`config.mk`:
```
export PLATFORM = sky130hd
export DESIGN_NAME = instr_fetch
export DESIGN_NICKNAME = d
export VERILOG_FILES = /design/src/rtl/dungv_pkg.sv /design/src/rtl/fetch_fifo.sv /design/src/rtl/instr_fetch.sv
export SDC_FILE = /design/constraint.sdc
export NUM_CORES = 1
export LEC_CHECK = 0
export BUFFER_PORTS_ARGS = -buffer_cell sky130_fd_sc_hd__buf_2
export CAP_MARGIN = 20
export CELL_PAD_IN_SITES_DETAIL_PLACEMENT = 2
export CELL_PAD_IN_SITES_GLOBAL_PLACEMENT = 2
export CORE_UTILIZATION = 30
export DETAILED_ROUTE_END_ITERATION = 12
export PLACE_DENSITY = 0.67
export SLEW_MARGIN = 20
export SYNTH_ARGS = -nofsm -noshare
export SYNTH_HDL_FRONTEND = slang
export SYNTH_HIERARCHICAL = 1
export SYNTH_SLANG_ARGS = --single-unit
```
`constraint.sdc`:
```
create_clock -name clk -period 3.5 [get_ports clk]
set_input_delay 0.35 -clock clk [delete_from_list [all_inputs] [get_ports clk]]
set_output_delay 0.35 -clock clk [all_outputs]
set_load 0.02 [all_outputs]
```
`src/rtl/dungv_pkg.sv`:
```
// Shared fetch-stage types and defaults: instruction width, PC width, reset PC and FIFO payload.
package dungv_pkg;

   localparam int unsigned INSTR_W  = 32;
   localparam int unsigned PC_W     = 10;
   localparam int unsigned RESET_PC = 0;

   typedef struct packed {
      logic [INSTR_W-1:0] instr;
      logic [PC_W-1:0]    pc;
   } fetch_entry_t;

endpackage

```
`src/rtl/fetch_fifo.sv`:
```
// Prefetch buffer between instruction memory and decode.
// Synchronous FIFO with push, pop and flush; flush empties it and wins over push/pop.
module fetch_fifo
   import dungv_pkg::*;
#(
   parameter  int unsigned DEPTH = 2,
   localparam int unsigned CNT_W = $clog2(DEPTH + 1)
) (
   input  logic             clk,
   input  logic             rst,
   input  logic             push,
   input  logic             pop,
   input  logic             flush,
   input  fetch_entry_t     wdata,
   output fetch_entry_t     rdata,
   output logic [CNT_W-1:0] count,
   output logic             full,
   output logic             empty
);

   localparam int unsigned AW = $clog2(DEPTH);

   fetch_entry_t  mem [DEPTH];
   logic [AW-1:0] wr_ptr;
   logic [AW-1:0] rd_ptr;

   // Storage, pointers and occupancy; storage is cleared on reset so the head reads zero.
   always_ff @(posedge clk or posedge rst) begin
      if (rst) begin
         wr_ptr <= '0;
         rd_ptr <= '0;
         count  <= '0;
         for (int i = 0; i < DEPTH; i++) begin
            mem[i] <= '0;
         end
      end else if (flush) begin
         wr_ptr <= '0;
         rd_ptr <= '0;
         count  <= '0;
      end else begin
         if (push) begin
            mem[wr_ptr] <= wdata;
            wr_ptr      <= wr_ptr + AW'(1);
         end
         if (pop) begin
            rd_ptr <= rd_ptr + AW'(1);
         end
         count <= count + CNT_W'(push) - CNT_W'(pop);
      end
   end

   assign rdata = mem[rd_ptr];
   assign full  = (count == CNT_W'(DEPTH));
   assign empty = (count == '0);

endmodule

```
`src/rtl/instr_fetch.sv`:
```
// Fetch stage: owns the PC, issues one-at-a-time word reads to instruction memory,
// buffers responses in fetch_fifo and presents {instruction, pc} to decode.
// Optional build macro INSTR_FETCH_PERF_EN adds a saturating decode-stall counter (stall_cnt).
module instr_fetch
   import dungv_pkg::*;
#(
   parameter int unsigned PC_W     = dungv_pkg::PC_W,
   parameter int unsigned DEPTH    = 2,
   parameter int unsigned RESET_PC = dungv_pkg::RESET_PC
) (
   input  logic            clk,
   input  logic            rst,
   output logic            imem_req,
   output logic [PC_W-1:0] imem_addr,
   input  logic            imem_gnt,
   input  logic            imem_rvalid,
   input  logic [31:0]     imem_rdata,
   output logic            instr_valid,
   input  logic            instr_ready,
   output logic [31:0]     instruction,
   output logic [PC_W-1:0] instr_pc,
   input  logic            redir_valid,
`ifdef INSTR_FETCH_PERF_EN
   output logic [31:0]     stall_cnt,
`endif
   input  logic [PC_W-1:0] redir_pc
);

   localparam int unsigned CNT_W = $clog2(DEPTH + 1);
   localparam int unsigned EPC_W = $bits(fetch_entry_t) - INSTR_W;

   // WAIT means exactly one granted request awaits its rvalid.
   typedef enum logic [1:0] {
      ST_IDLE,
      ST_REQ,
      ST_WAIT
   } state_t;

   state_t           state;
   logic [PC_W-1:0]  pc;
   logic             drop;
   logic             granted_c;
   logic             push_c;
   logic             pop_c;
   logic             credit_c;
   logic             fifo_full;
   logic             fifo_empty;
   logic [CNT_W-1:0] count;
   logic [CNT_W-1:0] count_next_c;
   fetch_entry_t     push_entry_c;
   fetch_entry_t     head;

   assign granted_c    = imem_req & imem_gnt;
   assign push_c       = (state == ST_WAIT) & imem_rvalid & ~drop & ~redir_valid
                         & (~fifo_full | pop_c);
   assign pop_c        = instr_valid & instr_ready & ~redir_valid;
   assign push_entry_c = '{instr: imem_rdata, pc: EPC_W'(imem_addr)};

   // Occupancy after this cycle; a new request is launched only if its word will fit.
   always_comb begin
      count_next_c = count;
      if (redir_valid) begin
         count_next_c = '0;
      end else begin
         count_next_c = count + CNT_W'(push_c) - CNT_W'(pop_c);
      end
   end

   assign credit_c = (count_next_c < CNT_W'(DEPTH));

   // Request FSM, PC and stale-response drop flag; redirect overrides everything.
   always_ff @(posedge clk or posedge rst) begin
      if (rst) begin
         state     <= ST_IDLE;
         pc        <= PC_W'(RESET_PC);
         imem_req  <= 1'b0;
         imem_addr <= '0;
         drop      <= 1'b0;
      end else if (redir_valid) begin
         pc        <= redir_pc;
         imem_addr <= redir_pc;
         if (granted_c || (state == ST_WAIT && !imem_rvalid)) begin
            drop     <= 1'b1;
            imem_req <= 1'b0;
            state    <= ST_WAIT;
         end else begin
            drop     <= 1'b0;
            imem_req <= 1'b1;
            state    <= ST_REQ;
         end
      end else begin
         case (state)
            ST_IDLE: begin
               if (credit_c) begin
                  state     <= ST_REQ;
                  imem_req  <= 1'b1;
                  imem_addr <= pc;
               end
            end
            ST_REQ: begin
               if (imem_gnt) begin
                  pc       <= pc + PC_W'(1);
                  imem_req <= 1'b0;
                  state    <= ST_WAIT;
               end
            end
            ST_WAIT: begin
               if (imem_rvalid) begin
                  drop <= 1'b0;
                  if (credit_c) begin
                     state     <= ST_REQ;
                     imem_req  <= 1'b1;
                     imem_addr <= pc;
                  end else begin
                     state <= ST_IDLE;
                  end
               end
            end
            default: begin
               state    <= ST_IDLE;
               imem_req <= 1'b0;
            end
         endcase
      end
   end

   fetch_fifo #(
      .DEPTH (DEPTH)
   ) u_fifo (
      .clk   (clk),
      .rst   (rst),
      .push  (push_c),
      .pop   (pop_c),
      .flush (redir_valid),
      .wdata (push_entry_c),
      .rdata (head),
      .count (count),
      .full  (fifo_full),
      .empty (fifo_empty)
   );

   assign instr_valid = ~fifo_empty;
   assign instruction = head.instr;
   assign instr_pc    = PC_W'(head.pc);

`ifdef INSTR_FETCH_PERF_EN
   // Saturating count of cycles where decode is ready but fetch has nothing to offer.
   always_ff @(posedge clk or posedge rst) begin
      if (rst) begin
         stall_cnt <= '0;
      end else if (instr_ready && !instr_valid && stall_cnt != '1) begin
         stall_cnt <= stall_cnt + 32'd1;
      end
   end
`endif

endmodule
```
Word level (Yosys, flattened, before mapping)
Index checks and enable logic that the tools add are counted.
- add/subtract/negate cells: 5
- $lt $le $gt $ge: 4
- equality and inequality tests: 6
- mux-type cells: 35
- bitwise logic cells: 14
- reduce and logical (&&, ||, !) cells: 19
- operators by type and width (operator ; number):
    $mux 42 ; 4
    $bwmux 84 ; 1
    $mux 10 ; 6
    $demux 42 s1 ; 1
    $pmux 10 s2 ; 1
    $mux 1 ; 14
    $mux 2 ; 6
    $reduce_bool 2->1 ; 6
    $add 10x1->10 const B ; 1
    $reduce_and 2->1 ; 5
    $ne 3x3->1 const B ; 3
    $and 1x1->1 ; 7
    $pmux 2 s3 ; 1
    $eq 2x2->1 const B ; 2
    $ge 2x2->1 const B ; 2
    $logic_not 2->1 ; 2
    $not 1->1 ; 4
    $not 1->2 ; 2
    $pmux 1 s3 ; 1
    $reduce_and 3->1 ; 1
    $reduce_bool 3->1 ; 1
    $add 1x1->1 const B ; 2
    $add 2x1->2 ; 1
    $eq 2x1->1 const B ; 1
    other kinds (7) ; 8
- flip-flop bits (word level): 112
- output and inout bits: 54

Longest topological paths before layout
Gate-level depths: netlist of the first run.
- depth after elaboration: 14
- mapped depth: 10
- depth with buffers taken out: 10

Hierarchy
Netlist of the first run, hierarchy kept.
- by module, submodules not included (module ; instances ; cells each ; area each (um^2) ; seq. area each (um^2)):
    fetch_fifo ; 1 ; 243 ; 3861.2 ; 2202.1
    instr_fetch ; 1 ; 141 ; 1413.9 ; 600.6

Worst setup path after synthesis of the first run
OpenSTA, ideal clock, no wires.
- kind: register -> register
- from: reg u_fifo.count[1]
- to: reg imem_addr[0]
- arrival time: 2070 ps
- setup slack: 1307 ps
- cell stages (with the launch flop): 9
- cells stage by stage: dfrtp_1 -> nor2_1 -> nor3b_4 -> ha_1 -> and4bb_1 -> o211ai_4 -> mux2_4 -> a21oi_1 -> a21oi_1
- cells in the longest elaborated chain, start to end: 14
- elaborated cells between the ends (all ways): 16
- classes of those cells: add/sub: 2; order compare: 1; eq/ne: 1; mux: 5; bitwise: 6; reduce/logical: 1
- RTL lines (item ; RTL line ; source):
    start: declaration ; fetch_fifo.sv:16 ; output logic [CNT_W-1:0] count,
    start signal: assignment ; fetch_fifo.sv:48 ; count <= count + CNT_W'(push) - CNT_W'(pop);
    $logic_not 2->1 * ; fetch_fifo.sv:54 ; assign empty = (count == '0);
    via fifo_empty ; instr_fetch.sv:47 ; logic fifo_empty;
    $not 1->1 * ; instr_fetch.sv:142 ; assign instr_valid = ~fifo_empty;
    $and 1x1->1 * (2 in series) ; instr_fetch.sv:56 ; assign pop_c = instr_valid & instr_ready & ~redir_valid;
    via pop_c ; instr_fetch.sv:44 ; logic pop_c;
    $or 1x1->1 ; instr_fetch.sv:55 ; & (~fifo_full | pop_c);
    $and 1x1->1 ; instr_fetch.sv:55 ;
    $add 2x1->2 ; instr_fetch.sv:65 ; count_next_c = count + CNT_W'(push_c) - CNT_W'(pop_c);
    $sub 2x1->2 * ; instr_fetch.sv:65 ;
    $mux 2 * ; instr_fetch.sv:62 ; if (redir_valid) begin
    $lt 2x2->1 * ; instr_fetch.sv:69 ; assign credit_c = (count_next_c < CNT_W'(DEPTH));
    $mux 10 * ; n/a ;
    $mux 10 ; n/a ;
    $pmux 10 s2 * ; n/a ;
    $mux 10 * ; n/a ;
    end signal: assignment ; instr_fetch.sv:81 ; imem_addr <= redir_pc;
    end signal: assignment ; instr_fetch.sv:97 ; imem_addr <= pc;
    end signal: assignment ; instr_fetch.sv:113 ; imem_addr <= pc;
    end: declaration ; instr_fetch.sv:14 ; output logic [PC_W-1:0] imem_addr,
Mark *: on every way through the listed nets, which the timed path passes. The rest lies on a longest branch. The select of a mux whose other input is x is not followed.
A chain may end at the register's enable or synchronous reset.

Final worst setup path of the first run
- from: reg u_fifo.count[1]
- to: reg imem_addr[1]
The elaborated chain is that of the path after synthesis.

==> results.cfg, run 1 <==
[floorplanning]
die_y_um = 135
start_util_pct = 30.6
pin_count = 102
floorplan.die_area_um2 = 18100
dieWidth_um = 135
core_area_um2 = 17200
rows = 48

[logic_synthesis]
synth_top_area_share_pct = 53.1
dominantRegCellSynth = dfrtp_1
synthTopCellsByCount = mux2_2 (129), dfrtp_1 (112), a21oi_1 (22)
ys_types = 43
synth.avg_cell_area_um2 = 13.7
synthArstFlopShare_pct = 100
yosys.area.top_type = dfrtp_1
ys_top_cells_by_area = dfrtp_1 (53%), mux2_2 (28%), a21oi_1 (2.1%)
yosysMostFrequentCell = mux2_2
yosysWarnings = 6
synth_edf_count = 0
synth_cells = 384
syn-cell-area_um2 = 5280
synth-seq-cells = 112
syn_nets = 436
yosysSeqAreaShare_pct = 53.1

[sta]
fin_ws_ns = 1.05
maxSlewViolCount = 0
hold_viol_final = 0
fin_crit_sh_pct = 70.1
finalCriticalPeriod_ns = 2.45
finClkSkew_ns = 0.00738
max-slew-margin-rel_pct = 33.8
max_freq_mhz = 408
setup_viol = 0
setup_tns_ns = 0
worst_pin_slew_ns = 0.992
rsz0062_at_grt = false

[worst_setup_path]
cp_cell_sequence = nor2_1 > nor3b_4 > ha_1 > and4bb_1 > o211ai_4 > mux2_4 > a21oi_1 > a21oi_1
worstSetupEndpointType = flop
cp-start-kind = flop
critPathMaxFanout = 10
cp.required_ns = 3.72
r2r-start = u_fifo/count[1]
max_stage_delay_ns = 0.47
worst_path_most_repeated_cell = a21oi_1
r2r_setup_slack_ns = 1.05
r2r_cells = 8
worstReg2RegEnd = imem_addr[1]
arrival_ns = 2.68
crit_type = reg2reg
crit_path_top_delay_cell = dfrtp_1

[drt]
routed-via-count = 3413
vias_per_cell = 4.80
wl_um = 12700
drt-initial-drc-count = 109
first_pass_iters = 3
drc = 0
wl_per_cell_um = 17.8
ant_nets = 0

[clock_network]
ctsHoldBuffers = 0
cts_resized = 0
clkTransAtPathRegs_ns = 0.07
clock_path_buffers = 2
cts_tree = yes
clkLatencyLatePin_ns = 0.35
cts_buffers = 9
cts.sinks = 112
htree_levels = 3
post-cts-setup-buffers = 0
cts_root_buffer = clkbuf_16

[placement]
hpwl_um = 8910
gp_congestion = 0.757
portBuffers = 101
place_area_um2 = 5970
pre_cts_ws_ns = 0.886

[global_route]
grt_pass1_wl_um = 20700
antenna_found_initial = 1
grt_max_degree = 61
grt.total_usage_pct = 15.0
grt_pass1_vias = 3928
overflow = 0

[finish]
layout-drive-gt1-share_pct = 54.1
antenna_cells = 0
nets = 534
nFillCells = 1802
synthToLayoutAreaGrowth_pct = 18.7
post-route-cell-area_um2 = 6260

[power_and_ir_drop]
design_power_total_mw = 4.29
leakagePower_nw = 3.12
power.density_nw_per_um2 = 686
ir_worst_vdd_mv = 0.236

[worst_hold_path]
hold_path_class = in2async

[run_status]
run_status = finished, final reports clean

[job]
drv_cap = 0
cells by family after synthesis:
kind of cell / share of synthesized area [%]
muxes: 29.4
adders and majority gates: 0.949
xor gates and xnor gates: 2.75
and+or+nand+nor: 5.91
buffers and inverters: 3.53
AOI/OAI and AO/OA: 4.36
DFF: 53.1
worst max-delay path: cells and delay by family, from the launching register on:
family,cells,cell delay (ns)
fa+ha+maj,1,0.29
compound gates,3,0.39
flops,1,0.47
simple gates,3,0.80
mux,1,0.39
stage by stage:
step	std cells	hold WS (ns)	utilization, %
2_1_floorplan	384	0.365	-
3_3_place_gp	696	0.463	34.6
3_5_place_dp	696	0.481	34.6
4_1_cts	711	0.230	36.3
5_1_grt	711	0.234	36.3
6_report	711	0.172	36.3
layout by cell type (no fill, tap or decap), drive strengths merged:
| cell type | netlist | routed |
|---|---|---|
| a21oi | 22 | 22 |
| a2bb2oi | 7 | 7 |
| a31oi | 1 | 1 |
| and3 | 3 | 3 |
| and3b | 1 | 1 |
| and4bb | 1 | 1 |
| buf | 17 | 107 |
| bufinv | 0 | 1 |
| clkbuf | 3 | 12 |
| clkinv | 0 | 1 |
| clkinvlp | 0 | 1 |
| dfrtp | 112 | 112 |
| ha | 4 | 4 |
| inv | 9 | 9 |
| mux2 | 134 | 134 |
| mux2i | 2 | 2 |
| nand2 | 16 | 16 |
| nand2b | 2 | 2 |
| nand3b | 2 | 2 |
| nand4 | 4 | 4 |
| nand4b | 1 | 1 |
| nor2 | 12 | 12 |
| nor2b | 3 | 3 |
| nor3 | 1 | 1 |
| nor3b | 4 | 4 |
| nor4 | 1 | 1 |
| o211ai | 1 | 1 |
| o21ai | 5 | 5 |
| o22ai | 1 | 1 |
| xnor2 | 12 | 12 |
| xnor3 | 1 | 1 |
| xor2 | 2 | 2 |
report_power, final:
part | switching (mW) | internal (mW) | leakage, nW | total (mW)
logic | 0.793 | 0.660 | 1.51 | 1.45
registers | 0.220 | 1.59 | 1.47 | 1.82
clock network | 0.456 | 0.571 | 0.139 | 1.03
worst max path at each step:
| stage | from | to | cells after the start |
|---|---|---|---|
| 2_1_floorplan | rst | u_fifo/count[0] | 1 |
| 3_3_place_gp | redir_valid | imem_addr[1] | 8 |
| 3_5_place_dp | redir_valid | u_fifo/mem[44] | 7 |
| 4_1_cts | u_fifo/count[1] | u_fifo/mem[44] | 7 |
| 5_1_grt | u_fifo/count[1] | imem_addr[1] | 8 |
| 6_report | u_fifo/count[1] | imem_addr[1] | 8 |
registers in the layout, summed over array words and instances (netlist names):
signal         cells
drop               1
imem_addr         10
imem_req           1
pc                10
state              2
u_fifo/count       2
u_fifo/mem        84
u_fifo/rd_ptr      1
u_fifo/wr_ptr      1
layer usage:
layer  part of all wire, %  global-route usage [%]  vias to the layer above
met5                  0.10                       0                        -
met4                   1.0                    3.81                        2
met3                   4.4                    3.64                       11
met2                    49                    24.6                       74
met1                    46                    19.7                     1762
li1                      -                       -                     1564
area by class of cell:
class	instances	area, um^2	share of cell area (%)
clock buffer	12	246	3.94
clock inverter	3	42.5	0.680
inverter	9	36.3	0.580
multi-input combinational	243	2290	36.5
sequential	112	2800	44.8
tap	225	282	4.50
timing repair buffer	107	563	8.99
Note: power is estimated with default switching activity, not from simulation.
==> run 2: changes to the inputs <==
--- a/config.mk
+++ b/config.mk
@@ -11,7 +11,7 @@
 export CELL_PAD_IN_SITES_GLOBAL_PLACEMENT = 2
 export CORE_UTILIZATION = 30
 export DETAILED_ROUTE_END_ITERATION = 12
-export PLACE_DENSITY = 0.67
+export PLACE_DENSITY = 0.69
 export SLEW_MARGIN = 20
 export SYNTH_ARGS = -nofsm -noshare
 export SYNTH_HDL_FRONTEND = slang
==> constraint.sdc (replaced) <==
create_clock -name clk -period 2.1 [get_ports clk]
set_input_delay 0.21 -clock clk [delete_from_list [all_inputs] [get_ports clk]]
set_output_delay 0.21 -clock clk [all_outputs]
set_load 0.02 [all_outputs]
==> results.cfg, run 2 (synthesis results as in run 1) <==
[run_status]
run_status = complete, but fails checks
violations = negative setup slack

[placement]
hpwl_um = 9180
place_area_um2 = 6110
pre_cts_ws_ns = -0.120
portBuffers = 101
place_inst = 710
gp_congestion = 0.847

[global_route]
grt.total_usage_pct = 15.1
overflow = 0
met3_usage_pct = 2.36
grt_max_degree = 89
grt_pass1_vias = 4060
gr-usage-met1_pct = 18.8
met2_usage_pct = 26.0
antenna_found_initial = 0
grt_pass1_wl_um = 21000
grt_most_used_layer = met2

[worst_setup_path]
crit_path_top_delay_cell = dfrtp_1
r2r_setup_slack_ns = -0.06
crit_type = reg2reg
critPathMaxFanout = 5
max_stage_delay_ns = 0.39
cp_cell_sequence = nor2_4 > nor3b_4 > ha_4 > and4bb_1 > o211ai_4 > mux2_4 > a21oi_2 > a2bb2oi_1
worstSetupEndpointType = flop
cp.required_ns = 2.34
cp-start-kind = flop
arrival_ns = 2.40

[clock_network]
cts.sinks = 112
clkTransAtPathRegs_ns = 0.07
cts_buffers = 9
cts_root_buffer = clkbuf_16
htree_levels = 3
clock_path_buffers = 2
cts_tree = yes
clkLatencyLatePin_ns = 0.36

[sta]
setup_viol = 17
max_freq_mhz = 462
setup_tns_ns = -0.257
maxSlewViolCount = 0
rsz0062_at_grt = true
hold_viol_final = 0
fin_ws_ns = -0.0648
fin_crit_sh_pct = 103
finClkSkew_ns = 0.00905
worst_pin_slew_ns = 0.493
finalCriticalPeriod_ns = 2.16
max-slew-margin-rel_pct = 67.1

[finish]
reg_top3 = u_fifo/mem: 84 flops, imem_addr: 10 flops, pc: 10 flops
final_common_cell = dfrtp_1
antenna_cells = 0
area.sequential_um2 = 2800
final_core_util_pct = 39.5
layout-drive-gt1-share_pct = 60.5
mostFrequentLayoutCells = dfrtp_1 (111), buf_2 (101), mux2_2 (96)
nFillCells = 1737
nets = 560
multi_input_area_um2 = 2530
regMostFlops = u_fifo/mem
largest_reg_flops = 84
synthToLayoutAreaGrowth_pct = 29.0
post-route-cell-area_um2 = 6800
stdcell_count = 736

[floorplanning]
core_area_um2 = 17200
pin_count = 102
floorplan.die_area_um2 = 18100
start_util_pct = 30.6
dieWidth_um = 135
die_y_um = 135
rows = 48

[power_and_ir_drop]
ir_worst_vdd_mv = 0.424
power.density_nw_per_um2 = 1100
leakagePower_nw = 3.36

[drt]
wl_um = 14000
first_pass_iters = 4
ant_nets = 0
wl_per_cell_um = 19.0
drt-initial-drc-count = 93
drc = 0
vias_per_cell = 4.78
routed-via-count = 3521

[job]
drv_cap = 0

[worst_hold_path]
hold_path_class = in2reg
## run 2: cell count changes in the layout (fill, tap and decap cells not counted), moves of 5 or more
cell     previous run  this run
a21oi_1            22        12
a21oi_2             0         9
buf_12              1         6
buf_4               5        18
mux2_2            129        96
mux2_4              2        39
## run 2: metal layers
| layer | wire length (um) | part of all wire (%) |
|---|---|---|
| met1 | 6250 | 45 |
| met4 | 295 | 2.1 |
| met2 | 6990 | 50 |
| met5 | 0 | 0 |
| met3 | 444 | 3.2 |
## run 2: worst max-delay path, delay by kind of cell (launching register included)
family	cells	cell delay [ns]
AND/OR/NAND/NOR	3	0.64
adder cells (fa/ha/maj)	1	0.24
AO/OA/AOI/OAI	3	0.39
multiplexers	1	0.38
flip-flops	1	0.39
## run 2: layout make-up
class	instances	share of cell area (%)
Clock buffer	11	3.71
Clock inverter	3	0.276
Inverter	9	0.552
Multi-Input combinational cell	244	37.2
Sequential cell	112	41.2
Tap cell	225	4.14
Timing Repair Buffer	132	12.9
## run 2: report_power, final
part	internal (mW)	switching [mW]
registers	2.66	0.368
clock network	0.855	0.757
logic	1.41	1.47
## run 2: per-stage QoR
| step | power [mW] | hold WS (ns) |
|---|---|---|
| 3_5_place_dp | 5.60 | 0.162 |
| 2_1_floorplan | 4.71 | 0.225 |
| 3_3_place_gp | 5.43 | 0.157 |
| 5_1_grt | 7.95 | 0.0950 |
| 6_report | 7.52 | 0.0987 |
| 4_1_cts | 7.37 | 0.0807 |
## run 2: final timing paths
| kind | from | endpoint | cells after the start |
|---|---|---|---|
| max | u_fifo/count[0] | imem_addr[9] | 8 |
| min | imem_rdata[4] | u_fifo/mem[56] | 2 |
| max reg2reg | u_fifo/count[0] | imem_addr[9] | 8 |
| min reg2reg | u_fifo/mem[5] | u_fifo/mem[5] | 1 |
| max in group asynchronous | rst | u_fifo/mem[22] | 4 |
| min in group asynchronous | rst | state[1] | 3 |
## run 2: timing repair
item,CTS,global route
setup buffers,1,5
cloned,1,4
endpoints found under the setup margin,24,60
endpoints found under the hold margin,4,0
hold buffers,1,0
pin swaps,15,7
resized for setup,12,52
==> run 3: changes to the inputs <==
--- a/config.mk
+++ b/config.mk
@@ -5,13 +5,15 @@
 export SDC_FILE = /design/constraint.sdc
 export NUM_CORES = 1
 export LEC_CHECK = 0
+export ABC_AREA = 1
 export BUFFER_PORTS_ARGS = -buffer_cell sky130_fd_sc_hd__buf_2
 export CAP_MARGIN = 20
 export CELL_PAD_IN_SITES_DETAIL_PLACEMENT = 2
 export CELL_PAD_IN_SITES_GLOBAL_PLACEMENT = 2
+export CORE_MARGIN = 2
 export CORE_UTILIZATION = 30
 export DETAILED_ROUTE_END_ITERATION = 12
-export PLACE_DENSITY = 0.69
+export PLACE_DENSITY = 0.75
 export SLEW_MARGIN = 20
 export SYNTH_ARGS = -nofsm -noshare
 export SYNTH_HDL_FRONTEND = slang
==> results.cfg, run 3 <==
[drt]
drt-initial-drc-count = 136
drc = 0
wl_um = 15400
routed-via-count = 4359
ant_nets = 0
vias_per_cell = 4.75
first_pass_iters = 4
wl_per_cell_um = 16.7

[floorplanning]
core_area_um2 = 17900
start_util_pct = 30.5
die_y_um = 139
dieWidth_um = 139
rows = 49
pin_count = 102
floorplan.die_area_um2 = 19300

[worst_setup_path]
crit_buf_inv = 4
r2r_setup_slack_ns = 0.17
arrival_ns = 2.17
max_stage_delay_ns = 0.45
crit_path_top_delay_cell = dfrtp_1
critPathMaxFanout = 7
cp_top_family = simple AND/OR/NAND/NOR gates
cp.required_ns = 2.35
worst_path_most_repeated_cell = nand2_1
worstSetupEndpointType = flop
cp_cell_sequence = nor2_4 > nor2_2 > nand2_1 > inv_2 > ha_2 > nand2_1 > inv_1 > nor2_2 > inv_1 > nand2_1 > nand3_4 > buf_6 > nand3b_1 > nand2_1
crit_type = reg2reg
cp-start-kind = flop

[clock_network]
clkTransAtPathRegs_ns = 0.07
htree_levels = 3
cts_buffers = 9
cts_tree = yes
cts.sinks = 112
clock_path_buffers = 2
cts_root_buffer = clkbuf_16
clkLatencyLatePin_ns = 0.35

[sta]
worst_pin_slew_ns = 0.555
hold_ws_ns = 0.118
hold_viol_final = 0
fin_crit_sh_pct = 91.8
fin_ws_ns = 0.172
finalCriticalPeriod_ns = 1.93
maxSlewViolCount = 0
finClkSkew_ns = 0.00659
setup_viol = 0
max-slew-margin-rel_pct = 63.0
max_freq_mhz = 519

[job]
drv_cap = 0

[logic_synthesis]
yosysWarnings = 6
synth_cells = 585
yosys.area.top_type = dfrtp_1
dominantRegCellSynth = dfrtp_1
syn_nets = 637
synthArstFlopShare_pct = 100
synth.avg_cell_area_um2 = 9.33
synth_edf_count = 0
ys_types = 29
synth_top_area_share_pct = 51.4
syn-cell-area_um2 = 5460
synth-seq-cells = 112
yosysSeqAreaShare_pct = 51.4
yosysMostFrequentCell = nand2_1
synthTopCellsByCount = nand2_1 (148), dfrtp_1 (112), inv_1 (71)
ys_top_cells_by_area = dfrtp_1 (51%), nand2_1 (10%), mux2_2 (8.7%)

[power_and_ir_drop]
pwr-share-seq_pct = 41.3
design_power_total_mw = 7.40
power.density_nw_per_um2 = 1130
p_switching_mw = 2.76
intPower_mw = 4.64
leakagePower_nw = 3.40
combPwrFrac_pct = 34.4
p_sw_share_pct = 37.3
clkPwrFrac_pct = 24.3
ir_worst_vdd_mv = 0.427

[finish]
layout-drive-gt1-share_pct = 32.8
reg_top3 = u_fifo/mem: 84 flops, imem_addr: 10 flops, pc: 10 flops
antenna_cells = 0
synthToLayoutAreaGrowth_pct = 20.2
final_common_cell = nand2_1
regMostFlops = u_fifo/mem
mostFrequentLayoutCells = nand2_1 (148), dfrtp_1 (110), buf_2 (101)
post-route-cell-area_um2 = 6560
nets = 736
multi_input_area_um2 = 2170
nFillCells = 2001
area.sequential_um2 = 2810
largest_reg_flops = 84
final_core_util_pct = 36.6

[global_route]
overflow = 0
grt_pass1_wl_um = 25800
antenna_found_initial = 0
grt_pass1_vias = 5057
grt.total_usage_pct = 16.6
grt_max_degree = 89

[placement]
pre_cts_ws_ns = 0.0421
hpwl_um = 10700
gp_congestion = 0.776
portBuffers = 101
place_area_um2 = 6170

[worst_hold_path]
hold_path_class = in2reg

[run_status]
run_status = finished, final reports clean
==> run 3: cell count changes after synthesis, sizes merged, moves of 12 or more <==
cell,before,now
xnor2,12,0
o21ai,5,105
mux2,134,42
nor2,12,24
a21oi,22,9
nand2,16,149
inv,9,72
nand3,0,22
==> run 3: final timing paths <==
path                            startpoint         endpoint  cells after the start
max in group asynchronous              rst   u_fifo/mem[63]                      4
max                        u_fifo/count[0]     imem_addr[9]                     14
min                         imem_rdata[24]   u_fifo/mem[76]                      3
min in group asynchronous              rst  u_fifo/count[0]                      4
min reg2reg                 u_fifo/mem[80]   u_fifo/mem[80]                      2
max reg2reg                u_fifo/count[0]     imem_addr[9]                     14
==> run 3: layout make-up <==
| class | count | area share [%] |
|---|---|---|
| inverters | 72 | 4.18 |
| clock buffers | 12 | 3.91 |
| multi-input cells | 371 | 33.1 |
| clock inverters | 4 | 0.801 |
| flip-flops and latches | 112 | 42.8 |
| well taps | 229 | 4.37 |
| repair buffers | 118 | 10.9 |
==> run 3: power by group through the flow <==
stage	registers (mW)	clock network (mW)	logic [mW]
after detailed placement	3.10	0	2.53
after global placement	3.05	0	2.40
after floorplan	3.09	0	1.63
after global routing	3.14	1.96	2.82
after CTS	3.06	1.87	2.57
final	3.06	1.80	2.55
==> run 3: worst min-delay path: stages <==
cell and delay, ns:
buf_2 0.09, inv_1 0.06, o21ai_1 0.07
==> run 3: cells by family after synthesis <==
| group | count (synthesis) | synth area share (%) |
|---|---|---|
| simple gates | 206 | 15.8 |
| compound gates | 119 | 13.5 |
| flops | 112 | 51.4 |
| buf+inv | 102 | 9.81 |
| mux | 42 | 8.67 |
| fa+ha+maj | 4 | 0.917 |
==> run 3: repair_timing <==
| action | in CTS | in global routing |
|---|---|---|
| endpoints found under the hold margin | 24 | 0 |
| buffers inserted | 0 | 3 |
| setup endpoints to repair | 0 | 15 |
| gates resized for setup | 0 | 14 |
| hold buffers | 1 | 0 |
==> run 3: metal layers <==
| metal | share of wire, % | vias up | GRT usage, % |
|---|---|---|---|
| li1 | - | 2073 | - |
| met1 | 43 | 2197 | 19.8 |
| met2 | 53 | 74 | 30.5 |
| met3 | 3.1 | 15 | 2.80 |
| met4 | 1.6 | 0 | 5.37 |
| met5 | 0 | - | 0 |
==> run 3: metrics by stage <==
step / std cells / setup TNS (ns)
after floorplan: 585 / 0
after global placement: 898 / 0
after detailed placement: 898 / 0
after CTS: 915 / 0
after global routing: 918 / -0.0549
final: 918 / 0
